$ cat config.mk
export PLATFORM = sky130hd
export DESIGN_NAME = hazard_stall_ctrl
export DESIGN_NICKNAME = d
export VERILOG_FILES = /design/src/rtl/hazard_stall_ctrl_pkg.sv /design/src/rtl/hazard_stall_ctrl_detect.sv /design/src/rtl/hazard_stall_ctrl.sv
export SDC_FILE = /design/constraint.sdc
export NUM_CORES = 1
export LEC_CHECK = 0
export ABC_AREA = 1
export CAP_MARGIN = 25
export CORE_MARGIN = 10
export CORE_UTILIZATION = 40
export CTS_CLUSTER_SIZE = 12
export DETAILED_ROUTE_END_ITERATION = 16
export PLACE_DENSITY_LB_ADDON = 0.12
export SLEW_MARGIN = 20
export SYNTH_ARGS = -nofsm -noshare
export SYNTH_HDL_FRONTEND = slang
export SYNTH_SLANG_ARGS = --single-unit
export TNS_END_PERCENT = 10
$ cat constraint.sdc
create_clock -name clk -period 1.5 [get_ports clk]
set_input_delay 0.3 -clock clk [delete_from_list [all_inputs] [get_ports clk]]
set_output_delay 0.3 -clock clk [all_outputs]
set_load 0.02 [all_outputs]
$ cat src/rtl/hazard_stall_ctrl_pkg.sv
// Shared opcode constants, FSM state encodings and pipeline-control bundles
// for the hazard stall controller and the EXE-stage forwarding unit.
package hazard_stall_ctrl_pkg;

   localparam logic [6:0] Load   = 7'b0000011;
   localparam logic [6:0] Stype  = 7'b0100011;
   localparam logic [6:0] Itype  = 7'b0010011;
   localparam logic [6:0] Utype  = 7'b0110111;
   localparam logic [6:0] Rtype  = 7'b0110011;
   localparam logic [6:0] Branch = 7'b1100011;
   localparam logic [6:0] JAL    = 7'b1101111;
   localparam logic [6:0] JALR   = 7'b1100111;

   localparam logic [1:0] ST_RUN        = 2'd0;
   localparam logic [1:0] ST_FREEZE     = 2'd1;
   localparam logic [1:0] ST_FLUSH_PEND = 2'd2;

   typedef struct packed {
      logic pc_write;
      logic if_id_write;
      logic if_id_flush;
      logic id_exe_bubble;
      logic pipe_hold;
   } pipe_ctrl_t;

   // Field order: pc_write, if_id_write, if_id_flush, id_exe_bubble, pipe_hold
   localparam pipe_ctrl_t CTRL_RUN      = 5'b11000;
   localparam pipe_ctrl_t CTRL_FLUSH    = 5'b11110;
   localparam pipe_ctrl_t CTRL_LOAD_USE = 5'b00010;
   localparam pipe_ctrl_t CTRL_FREEZE   = 5'b00001;
   localparam pipe_ctrl_t CTRL_RESET    = 5'b00111;

endpackage

$ cat src/rtl/hazard_stall_ctrl_detect.sv
// Combinational load-use decode: which source registers the ID instruction
// reads and whether a load in EXE targets one of them.
module hazard_detect
   import hazard_stall_ctrl_pkg::*;
(
   input  logic [6:0] opcode_ID,
   input  logic [4:0] Read_addr_1_ID,
   input  logic [4:0] Read_addr_2_ID,
   input  logic [6:0] opcode_EXE,
   input  logic [4:0] write_addr_EXE,
   input  logic       RF_write_EXE,
   output logic       uses_rs1,
   output logic       uses_rs2,
   output logic       load_use
);

   always_comb begin
      uses_rs1 = (opcode_ID != Utype) && (opcode_ID != JAL) && (opcode_ID != 7'd0);
      uses_rs2 = (opcode_ID == Rtype) || (opcode_ID == Stype) || (opcode_ID == Branch);
      // x0 is never a real dependency, so a load into x0 cannot stall
      load_use = (opcode_EXE == Load) && RF_write_EXE && (write_addr_EXE != 5'd0) &&
                 ((uses_rs1 && (write_addr_EXE == Read_addr_1_ID)) ||
                  (uses_rs2 && (write_addr_EXE == Read_addr_2_ID)));
   end

endmodule

$ cat src/rtl/hazard_stall_ctrl.sv
// Pipeline stall/bubble/flush controller for load-use, cache waits and taken
// branches. Optional perf counters are built when HAZARD_PERF_CNT_EN is defined.
module hazard_stall_ctrl
   import hazard_stall_ctrl_pkg::*;
#(
   parameter int WAIT_TIMEOUT = 255,
   parameter int TO_W         = 8
)
(
   input  logic        clk,
   input  logic        rst,
   input  logic [6:0]  opcode_ID,
   input  logic [4:0]  Read_addr_1_ID,
   input  logic [4:0]  Read_addr_2_ID,
   input  logic [6:0]  opcode_EXE,
   input  logic [4:0]  write_addr_EXE,
   input  logic        RF_write_EXE,
   input  logic        branch_taken_EXE,
   input  logic        Icache_stall,
   input  logic        Dcache_stall,
   output logic        pc_write,
   output logic        IF_ID_write,
   output logic        IF_ID_flush,
   output logic        ID_EXE_bubble,
   output logic        pipe_hold,
   output logic        wait_timeout
`ifdef HAZARD_PERF_CNT_EN
   ,
   output logic [31:0] perf_lu_stalls,
   output logic [31:0] perf_freeze_cycles,
   output logic [31:0] perf_flushes
`endif
);

   localparam logic [TO_W-1:0] CNT_MAX = {TO_W{1'b1}};
   localparam logic [TO_W-1:0] CNT_TO  = TO_W'(WAIT_TIMEOUT);

   logic            uses_rs1;
   logic            uses_rs2;
   logic            load_use;
   logic            unused_dec;
   logic            stall_any;
   logic [1:0]      state;
   logic [1:0]      state_nxt;
   logic [TO_W-1:0] frz_cnt;
   logic            flush_pend;
   logic            timeout_flag;
   pipe_ctrl_t      ctrl;
   pipe_ctrl_t      ctrl_out;

   hazard_detect u_detect (
      .opcode_ID      (opcode_ID),
      .Read_addr_1_ID (Read_addr_1_ID),
      .Read_addr_2_ID (Read_addr_2_ID),
      .opcode_EXE     (opcode_EXE),
      .write_addr_EXE (write_addr_EXE),
      .RF_write_EXE   (RF_write_EXE),
      .uses_rs1       (uses_rs1),
      .uses_rs2       (uses_rs2),
      .load_use       (load_use)
   );

   assign unused_dec = uses_rs1 ^ uses_rs2;
   assign stall_any  = Icache_stall | Dcache_stall;

   // A cache stall dominates every state; a release cycle out of FREEZE decodes as RUN
   always_comb begin
      ctrl      = CTRL_RUN;
      state_nxt = ST_RUN;
      if (stall_any) begin
         ctrl      = CTRL_FREEZE;
         state_nxt = ST_FREEZE;
      end else if (state == ST_FLUSH_PEND) begin
         ctrl = CTRL_FLUSH;
      end else begin
         if (branch_taken_EXE)
            ctrl = CTRL_FLUSH;
         else if (load_use)
            ctrl = CTRL_LOAD_USE;
         if ((state == ST_FREEZE) && flush_pend)
            state_nxt = ST_FLUSH_PEND;
      end
   end

   assign ctrl_out      = rst ? CTRL_RESET : ctrl;
   assign pc_write      = ctrl_out.pc_write;
   assign IF_ID_write   = ctrl_out.if_id_write;
   assign IF_ID_flush   = ctrl_out.if_id_flush;
   assign ID_EXE_bubble = ctrl_out.id_exe_bubble;
   assign pipe_hold     = ctrl_out.pipe_hold;
   assign wait_timeout  = timeout_flag & ~rst;

   always_ff @(posedge clk) begin
      if (rst) begin
         state        <= ST_RUN;
         frz_cnt      <= '0;
         flush_pend   <= 1'b0;
         timeout_flag <= 1'b0;
      end else begin
         state <= state_nxt;
         if (stall_any) begin
            if (frz_cnt != CNT_MAX)
               frz_cnt <= frz_cnt + TO_W'(1);
            if (frz_cnt == CNT_TO)
               timeout_flag <= 1'b1;
            // The redirect cannot be applied while frozen; remember it for release
            if (branch_taken_EXE)
               flush_pend <= 1'b1;
         end else begin
            frz_cnt <= '0;
            if (state == ST_FLUSH_PEND)
               flush_pend <= 1'b0;
         end
      end
   end

`ifdef HAZARD_PERF_CNT_EN
   logic lu_bubble;
   assign lu_bubble = (ctrl == CTRL_LOAD_USE);

   always_ff @(posedge clk) begin
      if (rst) begin
         perf_lu_stalls     <= '0;
         perf_freeze_cycles <= '0;
         perf_flushes       <= '0;
      end else begin
         if (lu_bubble)
            perf_lu_stalls <= perf_lu_stalls + 32'd1;
         if (state == ST_FREEZE)
            perf_freeze_cycles <= perf_freeze_cycles + 32'd1;
         if (ctrl.if_id_flush)
            perf_flushes <= perf_flushes + 32'd1;
      end
   end
`endif

endmodule
==> impl_metrics.ini <==
[timing]
slew_headroom = 0.777
setup_viol = 3
period_minus_slack_ns = 1.58
worstMarginPinSlew_ns = 0.332
holdWs_ns = 0.445
rsz0062_at_grt = true
fin_ws_ns = -0.0810
finalClockSkew_ns = 0.000849
fmaxAchievable_ghz = 0.633
finalCritPeriodShare = 1.05
slew_viol_final = 0
hold_violations = 0

[logic_synthesis]
yosysUniqueCellTypes = 27
ys_warn_count = 0
synth_fp_nets = 174
yosys.area_share.simple = 0.418
ys_dominant_reg_cell = dfxtp_1
synth_compound_area_frac = 0.112
muxShareOfSynthArea = 0
syn_area_um2 = 847
async_flop_share = 0
synthCells = 138
syn_area_per_cell_um2 = 6.14
ys_seq_elements = 12
synth-xor-area-share = 0.0517
synthAdderAreaFrac = 0.0148
synth_top_family_by_area = simple AND/OR/NAND/NOR gates
yosysSeqAreaShare = 0.284
synth_edf_count = 0

[min_path]
worstHoldPathCells = 1
hp-class = reg2reg
holdCritStartpoint = frz_cnt[0]

[clock_network]
cts_tree = done
cts_root_buf = clkbuf_4
cts_buffers = 3
cts.clk_slew.worst_paths_ns = 0.07
clockBufferDepth = 2
clkLatencyLatePin_ns = 0.27
cts.htree.levels = 1
cts.sinks = 12

[floorplanning]
die_w_um = 66.0
ios = 41
dieArea_um2 = 4360
num_rows = 16
start_util = 0.427
die_y_um = 66.0
core_area_um2 = 1980

[job]
cap_violations = 0

[cells_and_area]
area_growth_pct = 61.7
layout-drive-gt1-share = 0.402
final_common_cell = nand2_1
nNetsFinal = 226
final_area_um2 = 1370
antenna_cells = 0
layout_common_cells = 27 x nand2_1, 19 x nor2_1, 17 x inv_1, 17 x buf_2, 11 x dfxtp_1

[power]
p_leak_uw = 0.000672
powerDensity_nw_per_um2 = 590
vdd_ir_drop_max_mv = 0.655

[detailed_routing]
drc = 0
vias_per_cell = 4.67
wire_per_inst_um = 11.7
drt_iter0_markers = 23
wl_um = 2530
vias = 1008
dr.pass1.iters = 4
ant_nets = 0

[global_routing]
grt_pass1_vias = 1015
grt_max_degree = 10
grt_pass1_wl_um = 4310
track_usage = 0.120
grt_overflow_total = 0
antenna_found_initial = 0

[critical_path]
end_kind = output port
worstPathArrival_ns = 1.28
crit_required_ns = 1.20
crit_fanout = 3
criticalPathCategory = in2out
startpoint = branch_taken_EXE
r2r.worst_path.cells = 7
critPathLaunchType = input port
r2r_start = frz_cnt[1]

[place]
place.gp.congestion = 0.783
portBuffers = 40
dpl.hpwl_um = 2040
placed_area_um2 = 1330

[outcome]
violations = negative setup slack
outcome = complete, but fails checks
## per-layer routing
| layer | track usage | part of all wire | wire (um) |
|---|---|---|---|
| met5 | 0 | 0 | 0 |
| met2 | 0.214 | 0.49 | 1250 |
| met4 | 0.0183 | 0.011 | 27 |
| met1 | 0.135 | 0.42 | 1070 |
| met3 | 0.0458 | 0.071 | 180 |
## per-stage QoR
stage | setup WS (ns) | utilization | power [uW] | instances | TNS [ns]
floorplan | 0.0621 | - | 425 | 138 | 0
global placement | -0.849 | 0.669 | 564 | 211 | -4.16
detailed placement | -0.879 | 0.669 | 568 | 211 | -4.29
CTS | -0.0368 | 0.679 | 814 | 216 | -0.0907
global route | -0.143 | 0.691 | 866 | 216 | -0.409
finish | -0.0810 | 0.691 | 808 | 216 | -0.186
## what timing repair did
item / in CTS / in global routing
setup buffers: 1 / 0
pin swaps: 35 / 10
endpoints found under the setup margin: 6 / 7
resized for setup: 154 / 16
hold endpoints to repair: 0 / 0
hold buffers: 0 / 0
## path summary, 6_finish.rpt
check / to / slack [ns]
max: IF_ID_write / -0.08
min: frz_cnt[0] / 0.45
max reg2reg: frz_cnt[4] / 0.15
min reg2reg: frz_cnt[0] / 0.45
## power by group
| group | leakage [uW] | internal (uW) | switching, uW |
|---|---|---|---|
| logic | 0.000553 | 119 | 104 |
| clock network | 0.0000210 | 148 | 104 |
| registers | 0.0000980 | 328 | 6.36 |
## worst max-delay path, cell delays in order
cell	delay, ns
clkdlybuf4s50_1	0.46
nor2_1	0.18
nand3_2	0.10
nand2_2	0.07
inv_2	0.04
buf_6	0.12
## synthesized netlist by cell type, types with 2 or more instances
master | number | area share
a21oi_1 | 3 | 0.018
a31oi_1 | 2 | 0.015
dfxtp_1 | 12 | 0.28
inv_1 | 20 | 0.089
inv_2 | 4 | 0.018
nand2_1 | 31 | 0.14
nand2_2 | 2 | 0.015
nand3_1 | 8 | 0.047
nand4_1 | 3 | 0.022
nor2_1 | 28 | 0.12
nor3_1 | 2 | 0.012
o21ai_1 | 5 | 0.030
xnor2_1 | 3 | 0.031
xor2_1 | 2 | 0.021
## layout make-up
cell class                      instances  area [um2]
Multi-Input combinational cell        100         583
Sequential cell                        12         241
Timing Repair Buffer                   48         378
Clock buffer                            4        36.3
Fill cell                             184         612
Inverter                               25        97.6
Tap cell                               27        33.8
## sequential cells by signal (all words and copies together), names as in the netlist
signal	count
timeout_flag	1
flush_pend	1
frz_cnt	8
state	2
## cell families after synthesis
group | count (synthesis)
fa+ha+maj | 1
flops | 12
xor+xnor | 5
simple gates | 78
buf+inv | 26
compound gates | 16
Power figures use the tool's default switching activity.
==> RTL change, RTL diff (config.mk and constraints unchanged) <==
Add a define of `HAZARD_PERF_CNT_EN`.
--- a/src/rtl/hazard_stall_ctrl.sv
+++ b/src/rtl/hazard_stall_ctrl.sv
@@ -1,5 +1,7 @@
 // Pipeline stall/bubble/flush controller for load-use, cache waits and taken
 // branches. Optional perf counters are built when HAZARD_PERF_CNT_EN is defined.
+`define HAZARD_PERF_CNT_EN
+
 module hazard_stall_ctrl
    import hazard_stall_ctrl_pkg::*;
 #(
Check against the original RTL (old outputs only; new: perf_flushes, perf_freeze_cycles and perf_lu_stalls): equivalent (Yosys induction, for registers that start in step).
==> RTL change against the unedited design <==
The flow still finishes with violations (setup timing); via count increased to 6.3 times the old value; worst hold slack got worse by 0.061 ns; sequential cell count grew 96; setup slack worse by 0.13 ns; design area grew to 6.6 times the old value; wire length rose to 7.0 times the old value; total power grew to 7.0 times the old value; area after synthesis rose to 6.8 times the old value; non-clock buffer count rose by 241; largest cell class unchanged; highest routed layer unchanged.
==> RTL change: results (changes against the unedited design) <==
| Parameter | This run | Unit | vs unedited |
|---|---|---|---|
| Slowest cell on crit path | dfxtp_2 | - | was clkdlybuf4s50_1 |
| Total cell area at the placement stage | 8410 | um^2 | was 1330 um^2 |
| #FFs+latches synth | 108 | - | was 12 |
| FILL cells | 1318 | - | was 184 |
| Worst hold margin | 0.384 | ns | was 0.445 ns |
| Maximum number of pins on one net before global-route repair | 36 | - | was 10 |
| Buffers added on ports | 136 | - | was 40 |
| Number of multi-input logic gates | 624 | - | was 100 |
| Fraction of final layout cells sized beyond drive strength 1 | 30.9 | % | was 40.2% |
| Pre-CTS setup slack | -0.938 | ns | was -0.879 ns |
| Largest regs | perf_flushes x32, perf_freeze_cycles x32, perf_lu_stalls x32 | - | was frz_cnt x8, state x2 |
| First-pass GRT wire length | 29800 | um | was 4310 um |
| Outcome | finished, violations left | - | unchanged |
| Insertion delay to the later sink of the worst-skew pair | 0.35 | ns | was 0.27 ns |
| Number of placed instances with taps included | 1306 | - | was 211 |
| Fraction of area in multi-input gates | 39.2 | % | was 42.6% |
| Last weighted congestion value of the routability-driven placer | 0.825 | - | was 0.783 |
| Routed WL per cell | 13.2 | um | was 11.7 um |
| Endpoint of the most critical register-to-register path | perf_freeze_cycles[26] | - | was frz_cnt[4] |
| Register area | 2200 | um^2 | was 241 um^2 |
| Clock distribution area overhead in the final layout | 3.12 | % | was 2.65% |
| Count of TritonRoute iterations in the first routing pass | 5 | - | was 4 |
| Violations in the final reports | setup timing | - | unchanged |
| Total global-route track usage | 17.9 | % | was 12.0% |
| Min-Delay Path Depth | 3 | - | was 1 |
| Number of cells traversed by the worst register-to-register path | 13 | - | was 7 |
| Top cells by area, synth | dfxtp_1 (38%), nand2_1 (12%), nor2_1 (9.4%), inv_1 (7.2%), a21oi_1 (5.3%) | - | was dfxtp_1 (28%), nand2_1 (14%), nor2_1 (12%), inv_1 (8.9%), nand3_1 (4.7%) |
| Count of unique library cells instantiated by Yosys | 37 | - | was 27 |
| Setup WS post-layout | -0.212 | ns | was -0.0810 ns |
| Number of clock buffers in the layout | 13 | - | was 4 |
| Number of buffers created by CTS | 9 | - | was 3 |
| DP Wirelength | 13300 | um | was 2040 um |
| Slew of the pin with the lowest slew margin | 0.470 | ns | was 0.332 ns |
| Cell types with the highest counts after synthesis | nand2_1 (179), nor2_1 (144), inv_1 (111) | - | was nand2_1 (31), nor2_1 (28), inv_1 (20) |
| Logic inverters | 115 | - | was 25 |
| WP data arrival | 1.94 | ns | was 1.28 ns |
| Finish-stage setup viols | 46 | - | was 3 |
| Final setup skew | 0.00849 | ns | was 0.000849 ns |
-- RTL change: changes by cell type after synthesis, sizes merged, moves of 26 or more --
cell,change
nor2,+142
o21ai,+33
dfxtp,+96
nand3,+45
nand2,+155
nor3,+26
a21oi,+57
inv,+90
-- RTL change: repair_timing --
item,4_1_cts,5_1_grt
buffers inserted,12,1
pin swaps,55,32
resized for setup,301,92
gates cloned,1,0
endpoints found under the setup margin,178,111
-- RTL change: power groups by stage --
stage	Combinational, uW	Sequential (uW)	Clock (uW)
floorplan	186	2970	0
global placement	439	2960	0
detailed placement	442	2960	0
CTS	437	2900	2380
global route	499	2900	2480
finish	444	2890	2320
-- RTL change: logic make-up after synthesis --
group	count (synthesis)	share of synthesized area [%]
AND/OR/NAND/NOR	483	38.7
buffers and inverters	129	8.70
AO/OA/AOI/OAI	110	10.0
flip-flops	108	37.6
XOR/XNOR	27	4.11
adder cells (fa/ha/maj)	4	0.870
-- RTL change: per-layer routing --
metal	global-route usage, %	share of wire, %	vias up
met5	0	0	-
met4	3.91	1.2	0
met3	6.42	6.8	15
met2	28.9	46	138
met1	22.4	46	2872
li1	-	-	3339
-- RTL change: worst max-delay path by stage --
stage	startpoint	to	slack (ns)	cells past startpoint
6_report	state[0]	perf_freeze_cycles[26]	-0.21	13
5_1_grt	state[0]	perf_freeze_cycles[30]	-0.34	14
4_1_cts	state[0]	perf_freeze_cycles[26]	-0.25	13
3_3_place_gp	write_addr_EXE[0]	ID_EXE_bubble	-0.91	9
2_1_floorplan	perf_lu_stalls[1]	perf_lu_stalls[28]	-0.15	10
3_5_place_dp	write_addr_EXE[0]	ID_EXE_bubble	-0.94	9
